--- config.mk ---
export PLATFORM = sky130hd
export DESIGN_NAME = branch_predictor
export DESIGN_NICKNAME = d
export VERILOG_FILES = /design/src/rtl/branch_predictor.sv
export SDC_FILE = /design/constraint.sdc
export NUM_CORES = 2
export LEC_CHECK = 0
export BUFFER_PORTS_ARGS = -buffer_cell sky130_fd_sc_hd__buf_2
export CAP_MARGIN = 10
export CELL_PAD_IN_SITES_DETAIL_PLACEMENT = 0
export CELL_PAD_IN_SITES_GLOBAL_PLACEMENT = 2
export CORE_MARGIN = 8
export CORE_UTILIZATION = 35
export CTS_CLUSTER_SIZE = 8
export DETAILED_ROUTE_END_ITERATION = 10
export PLACE_DENSITY_LB_ADDON = 0.1
export SYNTH_ARGS = -nofsm -noshare
export SYNTH_HDL_FRONTEND = slang
export SYNTH_SLANG_ARGS = --single-unit
--- constraint.sdc ---
create_clock -name clock -period 3.5 [get_ports clock]
set_clock_uncertainty 0.2 [all_clocks]
set_input_delay 0 -clock clock [delete_from_list [all_inputs] [get_ports clock]]
set_output_delay 0 -clock clock [all_outputs]
set_load 0.05 [all_outputs]
--- src/rtl/branch_predictor.sv ---
// Direct-mapped BHT/BTB fetch predictor with EX-stage training and registered redirect.
// Optional BP_STATS_EN adds branch and mispredict event counters.
module branch_predictor #(
    parameter int INDEX_BITS = 6,
    parameter int TAG_BITS   = 8
) (
    input  logic        clock,
    input  logic        reset,
    input  logic [31:0] if_pc,
    output logic        pred_taken,
    output logic [31:0] pred_target,
    input  logic        ex_valid,
    input  logic        ex_branch,
    input  logic [31:0] ex_pc,
    input  logic        ex_taken,
    input  logic [31:0] ex_target,
    input  logic        ex_pred_taken,
    input  logic [31:0] ex_pred_target,
    output logic        mispredict,
    output logic [31:0] redirect_pc
`ifdef BP_STATS_EN
    ,
    output logic [31:0] branch_count,
    output logic [31:0] mispredict_count
`endif
);
    localparam int ENTRIES = 1 << INDEX_BITS;
    localparam int TAG_LO  = INDEX_BITS + 2;
    localparam int TAG_HI  = INDEX_BITS + TAG_BITS + 1;

    logic [ENTRIES-1:0]  valid_q;
    logic [TAG_BITS-1:0] tag_q    [ENTRIES];
    logic [31:0]         target_q [ENTRIES];
    logic [1:0]          ctr_q    [ENTRIES];

    logic [INDEX_BITS-1:0] if_idx, ex_idx;
    logic [TAG_BITS-1:0]   if_tag, ex_tag;
    logic                  ex_hit, upd, mis_d;
    logic [1:0]            ctr_nxt;
    logic                  unused_pc_bits;

    assign if_idx = if_pc[INDEX_BITS+1:2];
    assign if_tag = if_pc[TAG_HI:TAG_LO];
    assign ex_idx = ex_pc[INDEX_BITS+1:2];
    assign ex_tag = ex_pc[TAG_HI:TAG_LO];
    assign unused_pc_bits = ^{if_pc[1:0], if_pc[31:TAG_HI+1]};

    // Lookup reads table state only; same-cycle updates become visible next cycle.
    assign pred_taken  = valid_q[if_idx] && (tag_q[if_idx] == if_tag) && ctr_q[if_idx][1];
    assign pred_target = valid_q[if_idx] ? target_q[if_idx] : 32'd0;

    assign upd    = ex_valid && ex_branch;
    assign ex_hit = valid_q[ex_idx] && (tag_q[ex_idx] == ex_tag);

    always_comb begin
        ctr_nxt = ctr_q[ex_idx];
        if (!ex_hit)
            ctr_nxt = ex_taken ? 2'd2 : 2'd1;
        else if (ex_taken)
            ctr_nxt = (ctr_q[ex_idx] == 2'd3) ? 2'd3 : ctr_q[ex_idx] + 2'd1;
        else
            ctr_nxt = (ctr_q[ex_idx] == 2'd0) ? 2'd0 : ctr_q[ex_idx] - 2'd1;
    end

    // A non-branch predicted taken means a stale alias hit; it still needs a redirect.
    always_comb begin
        mis_d = 1'b0;
        if (ex_valid) begin
            if (ex_branch)
                mis_d = (ex_taken != ex_pred_taken) ||
                        (ex_taken && ex_pred_taken && (ex_target != ex_pred_target));
            else
                mis_d = ex_pred_taken;
        end
    end

    always_ff @(posedge clock) begin
        if (reset) begin
            for (int i = 0; i < ENTRIES; i++) begin
                valid_q[i] <= 1'b0;
                ctr_q[i]   <= 2'd1;
            end
        end else if (upd) begin
            valid_q[ex_idx] <= 1'b1;
            tag_q[ex_idx]   <= ex_tag;
            ctr_q[ex_idx]   <= ctr_nxt;
            if (ex_taken)
                target_q[ex_idx] <= ex_target;
        end
    end

    always_ff @(posedge clock) begin
        if (reset) begin
            mispredict  <= 1'b0;
            redirect_pc <= 32'd0;
        end else begin
            mispredict <= mis_d;
            if (mis_d)
                redirect_pc <= (ex_branch && ex_taken) ? ex_target : ex_pc + 32'd4;
        end
    end

`ifdef BP_STATS_EN
    always_ff @(posedge clock) begin
        if (reset) begin
            branch_count     <= 32'd0;
            mispredict_count <= 32'd0;
        end else begin
            if (upd)
                branch_count <= branch_count + 32'd1;
            if (mispredict)
                mispredict_count <= mispredict_count + 32'd1;
        end
    end
`endif
endmodule

### After elaboration in Yosys (flattened, before gate mapping)

Memories as Yosys holds them, arrays and structs flattened.
Index checks and enable logic that the tools add are counted.

* register bits after elaboration: 97
* RAM bits: 2688
* input bits: 134
* output and inout bits: 66
* word-level logic and storage cells: 56
* memories: 3

Memories
* target_q: words 64, bits a word 32, read ports 1, clocked after Yosys merged registers in 0, write ports 1, RTL line 33 `logic [31:0] target_q [ENTRIES];`
* tag_q: words 64, bits a word 8, read ports 2, clocked after Yosys merged registers in 0, write ports 1, RTL line 32 `logic [TAG_BITS-1:0] tag_q [ENTRIES];`
* ctr_q: words 64, bits a word 2, read ports 2, clocked after Yosys merged registers in 0, write ports 64, RTL line 34 `logic [1:0] ctr_q [ENTRIES];`

* add/subtract/negate cells: 3
* $lt $le $gt $ge: 3
* equal/unequal tests: 5
* multiplexer cells: 27
* bitwise operators: 1
* reduce and logical (&&, ||, !) cells: 11

Operator list (number)
* $mux W32: 2
* $or A64 B64 Y64: 1
* $add A32 B3 Y32 const B: 1
* $ne A32 B32 Y1: 1
* $eq A8 B8 Y1: 2
* $mux W1: 15
* $lt A6 B7 Y1 const B: 2
* $bmux W1 S6: 2
* $mux W2: 6
* $logic_and A1 B1 Y1: 8
* $demux W1 S6: 1
* $ge A6 B1 Y1 const B: 1
* $mux W6: 1
* $add A2 B1 Y2 const B: 1
* $eq A2 B2 Y1 const B: 1
* $logic_not A2 Y1: 1
* $reduce_or A2 Y1: 1
* $sub A2 B1 Y2 const B: 1
* $logic_or A1 B1 Y1: 1
* $ne A1 B1 Y1: 1

### Depth between registers and ports, before layout

* depth in word-level cells: 6
* mapped depth: 16
* mapped depth without buffers: 11

### Least setup slack after synthesis

OpenSTA, ideal clock, no wires.

* path type: input-to-output
* start point: input if_pc[2]
* end point: output pred_taken
* arrival time: 3.978 ns
* required time: 3.300 ns
* path slack: -0.678 ns
* stages on the path: 11
* buffers on the path: 4
* path through: clkbuf_1 > clkbuf_1 > buf_2 > buf_1 > mux4_2 > mux4_2 > mux2i_1 > o21ai_0 > xnor2_1 > nand4b_1 > nor3_1

* longest elaborated chain between the ends: 4
* elaborated cells on any way between the ends: 7
* those cells by class: eq/ne (1); mux (2); reduce/logical (2); memory (2)

RTL lines
* start, declared: RTL line 9 `input logic [31:0] if_pc,`
* $mem_v2 Z64 W8 or $bmux W1 S6 (tied branches)
* $eq A8 B8 Y1 or $mux W1 (tied branches): RTL line 49 `assign pred_taken = valid_q[if_idx] && (tag_q[if_idx] == if_tag) && ctr_q[if_idx][1];`
* $logic_and A1 B1 Y1: RTL line 49
* $logic_and A1 B1 Y1 (*): RTL line 49
* end, declared: RTL line 10 `output logic pred_taken,`

Mark *: on every way between the ends. The rest lies on a longest branch, timed or not. The select of a mux whose other input is x is not followed.

==> results.toml <==
[worst_setup_path]
critPathTopFamily = "multiplexers"
cp_max_fo = 2
crit_top_cell = "mux4_2"
rr_worst_depth = 14
path_buf_inv = 3
cp_cell_sequence = "mux4_2 > mux4_2 > mux4_2 > xor2_1 > nor2_1 > buf_4 > nand4b_1 > buf_12 > nor3_4 > buf_12"
rrSetupSlack_ns = -0.60
start_kind = "flip-flop"
end_kind = "output pin"
required_ns = 3.30
worstSetupPathType = "reg -> out"
critPathArrivalTime_ns = 4.12
worstReg2RegEnd = "ctr_q[11][1]"
max_stage_delay_ns = 0.60
crit_path_top_delay_cell = "mux4_2"
r2r_start = "tag_q[19][2]"

[power_and_ir_drop]
p_seq_frac = 0.482
combPwrFrac = 0.077
p_sw_w = 0.01739
p_sw_frac = 0.2276
powerDensity_mw_per_mm2 = 543.5
p_leak_nw = 45.98
intPower_w = 0.05901
power_w = 0.07639
clkPwrFrac = 0.441
irDropWorstVdd_v = 0.0004090

[yosys]
synth_cells = 5483
synth-edff-count = 2688
netlist-cell-type-count = 69
synth_area_mm2 = 0.1139
ys_seq_elements = 2785
synth.net_count = 5619
syn_area_per_cell_um2 = 20.77
synth_top_flop_cell = "edfxtp_1"
yosys_warnings = 0
seq_area_frac_synth = 0.7257
synthArstFlopShare = 0

[grt]
grt_pass1_vias = 63960
use_met3 = 0.05810
grtUsageMet2 = 0.3586
grt_pass1_wl_um = 555500
track_usage = 0.2343
grt.overflow.total = 0
antenna_found_initial = 53
use_met1 = 0.3440
busiest_layer = "met2"
grt_max_degree = 86

[placement]
portBuffers = 181
gp_congestion = 0.8523
dpl.hpwl_um = 260300
placed_area_mm2 = 0.1265

[cells_and_area]
final_core_util = 0.4338
area_delta_synth_final_pct = 23.41
nNetsFinal = 6696
fin_area_mm2 = 0.1406
drive_gt1_frac = 0.3856

[min_path]
holdPathEnd = "ctr_q[11][0]"
holdPathStages = 8
worstHoldPathType = "in -> reg"
hp-start = "ex_pc[8]"

[routing]
ant_nets = 0
wl_per_cell_um = 37.08
wirelength_um = 407800
drt_first_pass_iters = 7
drc_errors = 0
num_vias = 62680
viasPerCell = 5.699
dr.first_iter.drc_count = 7124

[die]
initial_utilization = 0.3515
num_rows = 209
dieArea_mm2 = 0.3439
die_w_um = 586.5
ios = 200
die_h_um = 586.5
core_mm2 = 0.3240

[clock_tree]
cts_tree = "yes"
htreeDepth = 5
clock_latency_ns = 0.93
cts-root-buf = "clkbuf_16"
cts_num_sinks = 2785
cts.clk_slew.worst_paths_ns = 0.05
cts_buffer_depth = 4
tritoncts.num_buffers = 387

[timing]
fin_ws_ns = -0.8198
fmax_mhz = 231.5
rsz0062_at_grt = "true"
finalCritPeriodShare = 1.234
hold_violations = 0
tightest_slew_ns = 1.004
fin_crit_ns = 4.320
slew_headroom = 0.3286
setup_tns_ns = -68.90
drv_slew = 0
finalSetupViolCount = 161

[run_status]
violations = "setup timing"
status = "finished with violations"

[run]
cap_viol_max_count = 0
tightest hold or removal path, delay by kind of cell:
kind                      cells  cell delay [ns]
buffers and inverters         3             0.48
AOI/OAI and AO/OA             2             0.25
and+or+nand+nor               2             0.21
xor gates and xnor gates      1             0.10
routing by layer:
metal / part of all wire / vias to the layer above / wire length (µm)
met5: 0.00016 / - / 67
met4: 0.017 / 10 / 7131
met3: 0.083 / 442 / 33850
met2: 0.45 / 2621 / 184400
met1: 0.45 / 34580 / 182400
li1: - / 25030 / -
how the worst max path moves through the flow:
stage | from | endpoint | slack [ns] | cells after the start
2_1_floorplan | if_pc[2] | pred_taken | -0.12 | 11
3_3_place_gp | ex_pc[2] | ctr_q[16][1] | -0.72 | 13
3_5_place_dp | ex_pc[2] | ctr_q[1][1] | -0.64 | 13
4_1_cts | tag_q[59][1] | pred_taken | -0.91 | 10
5_1_grt | tag_q[59][1] | pred_taken | -0.97 | 10
6_report | tag_q[59][1] | pred_taken | -0.82 | 10
logic make-up (layout without fill, tap and decap cells):
| logic type | count (synthesis) | in the layout | share of synthesized area |
|---|---|---|---|
| other cells | 0 | 26 | 0 |
| buf+inv | 487 | 1651 | 0.01802 |
| fa+ha+maj | 2 | 2 | 0.0002197 |
| flops | 2785 | 2785 | 0.7257 |
| simple gates | 639 | 639 | 0.02608 |
| xor+xnor | 75 | 75 | 0.005767 |
| compound gates | 385 | 385 | 0.02320 |
| mux | 1110 | 1110 | 0.2010 |
state kept, by name, summed over array words and instances, names as in the netlist:
name	count
mispredict	1
redirect_pc	32
ctr_q	128
valid_q	64
target_q	2048
tag_q	512
Yosys cell counts (all sizes together), types with 13 or more instances:
cell type,count,area (µm²)
a211oi,13,97.59
a21oi,33,165.2
a221oi,58,508.0
a22oi,43,322.8
buf,140,749.5
clkbuf,211,792.0
dfxtp,97,1942
edfxtp,2688,80720
inv,136,510.5
mux2,47,529.3
mux2i,126,1261
mux4,937,21100
nand2,214,803.3
nand2b,46,287.8
nand3,15,75.07
nand4,15,93.84
nor2,214,803.3
nor2b,41,256.5
nor3,13,65.06
nor4,14,93.84
o21ai,121,609.3
o22ai,37,231.5
or2,27,168.9
xnor2,20,175.2
xor2,55,481.7
per-stage QoR:
stage,cells,hold slack (ns),setup WS [ns]
4_1_cts,10980,0.01496,-0.9090
3_3_place_gp,10300,0.1596,-0.7155
3_5_place_dp,10300,0.1623,-0.6437
6_report,11000,0.04677,-0.8198
2_1_floorplan,5483,-0.1011,-0.1201
5_1_grt,10970,0.05310,-0.9726
power by group through the flow:
stage | combinational (W) | sequential [W] | clock, W
6_report | 0.00591 | 0.0368 | 0.0337
3_3_place_gp | 0.00537 | 0.0374 | 0
3_5_place_dp | 0.00539 | 0.0374 | 0
2_1_floorplan | 0.00249 | 0.0375 | 0
4_1_cts | 0.00594 | 0.0368 | 0.0345
5_1_grt | 0.00618 | 0.0368 | 0.0357
repair_timing:
action / 4_1_cts / 5_1_grt
resized for setup: 272 / 117
setup buffers: 29 / 10
pin swaps: 13 / 8
endpoints found under the hold margin: 2632 / 0
endpoints found under the setup margin: 161 / 176
cloned: 22 / 0
hold buffers: 153 / 0
cells in the final DEF, fill, tap and decap left out, drive strengths merged, types with 27 or more instances in the layout:
cell            n
a221oi         58
nor2          214
mux2i         126
a22oi          43
o22ai          37
dfxtp          97
xor2           55
o21ai         121
edfxtp       2688
clkbuf        453
nand2b         46
a21oi          33
dlygate4sd3   152
mux4          937
mux2           47
or2            27
buf           887
inv           146
nand2         214
nor2b          41
cell type report:
cell class | instances | area, µm²
diodes | 26 | 65.06
clock buffers | 453 | 10020
clock inverters | 23 | 444.2
fillers | 27980 | 183400
inverters | 136 | 515.5
multi-input cells | 2211 | 30580
flip-flops and latches | 2785 | 82670
well taps | 4325 | 5411
repair buffers | 1039 | 10850
Note: power is estimated with default switching activity, not from simulation.
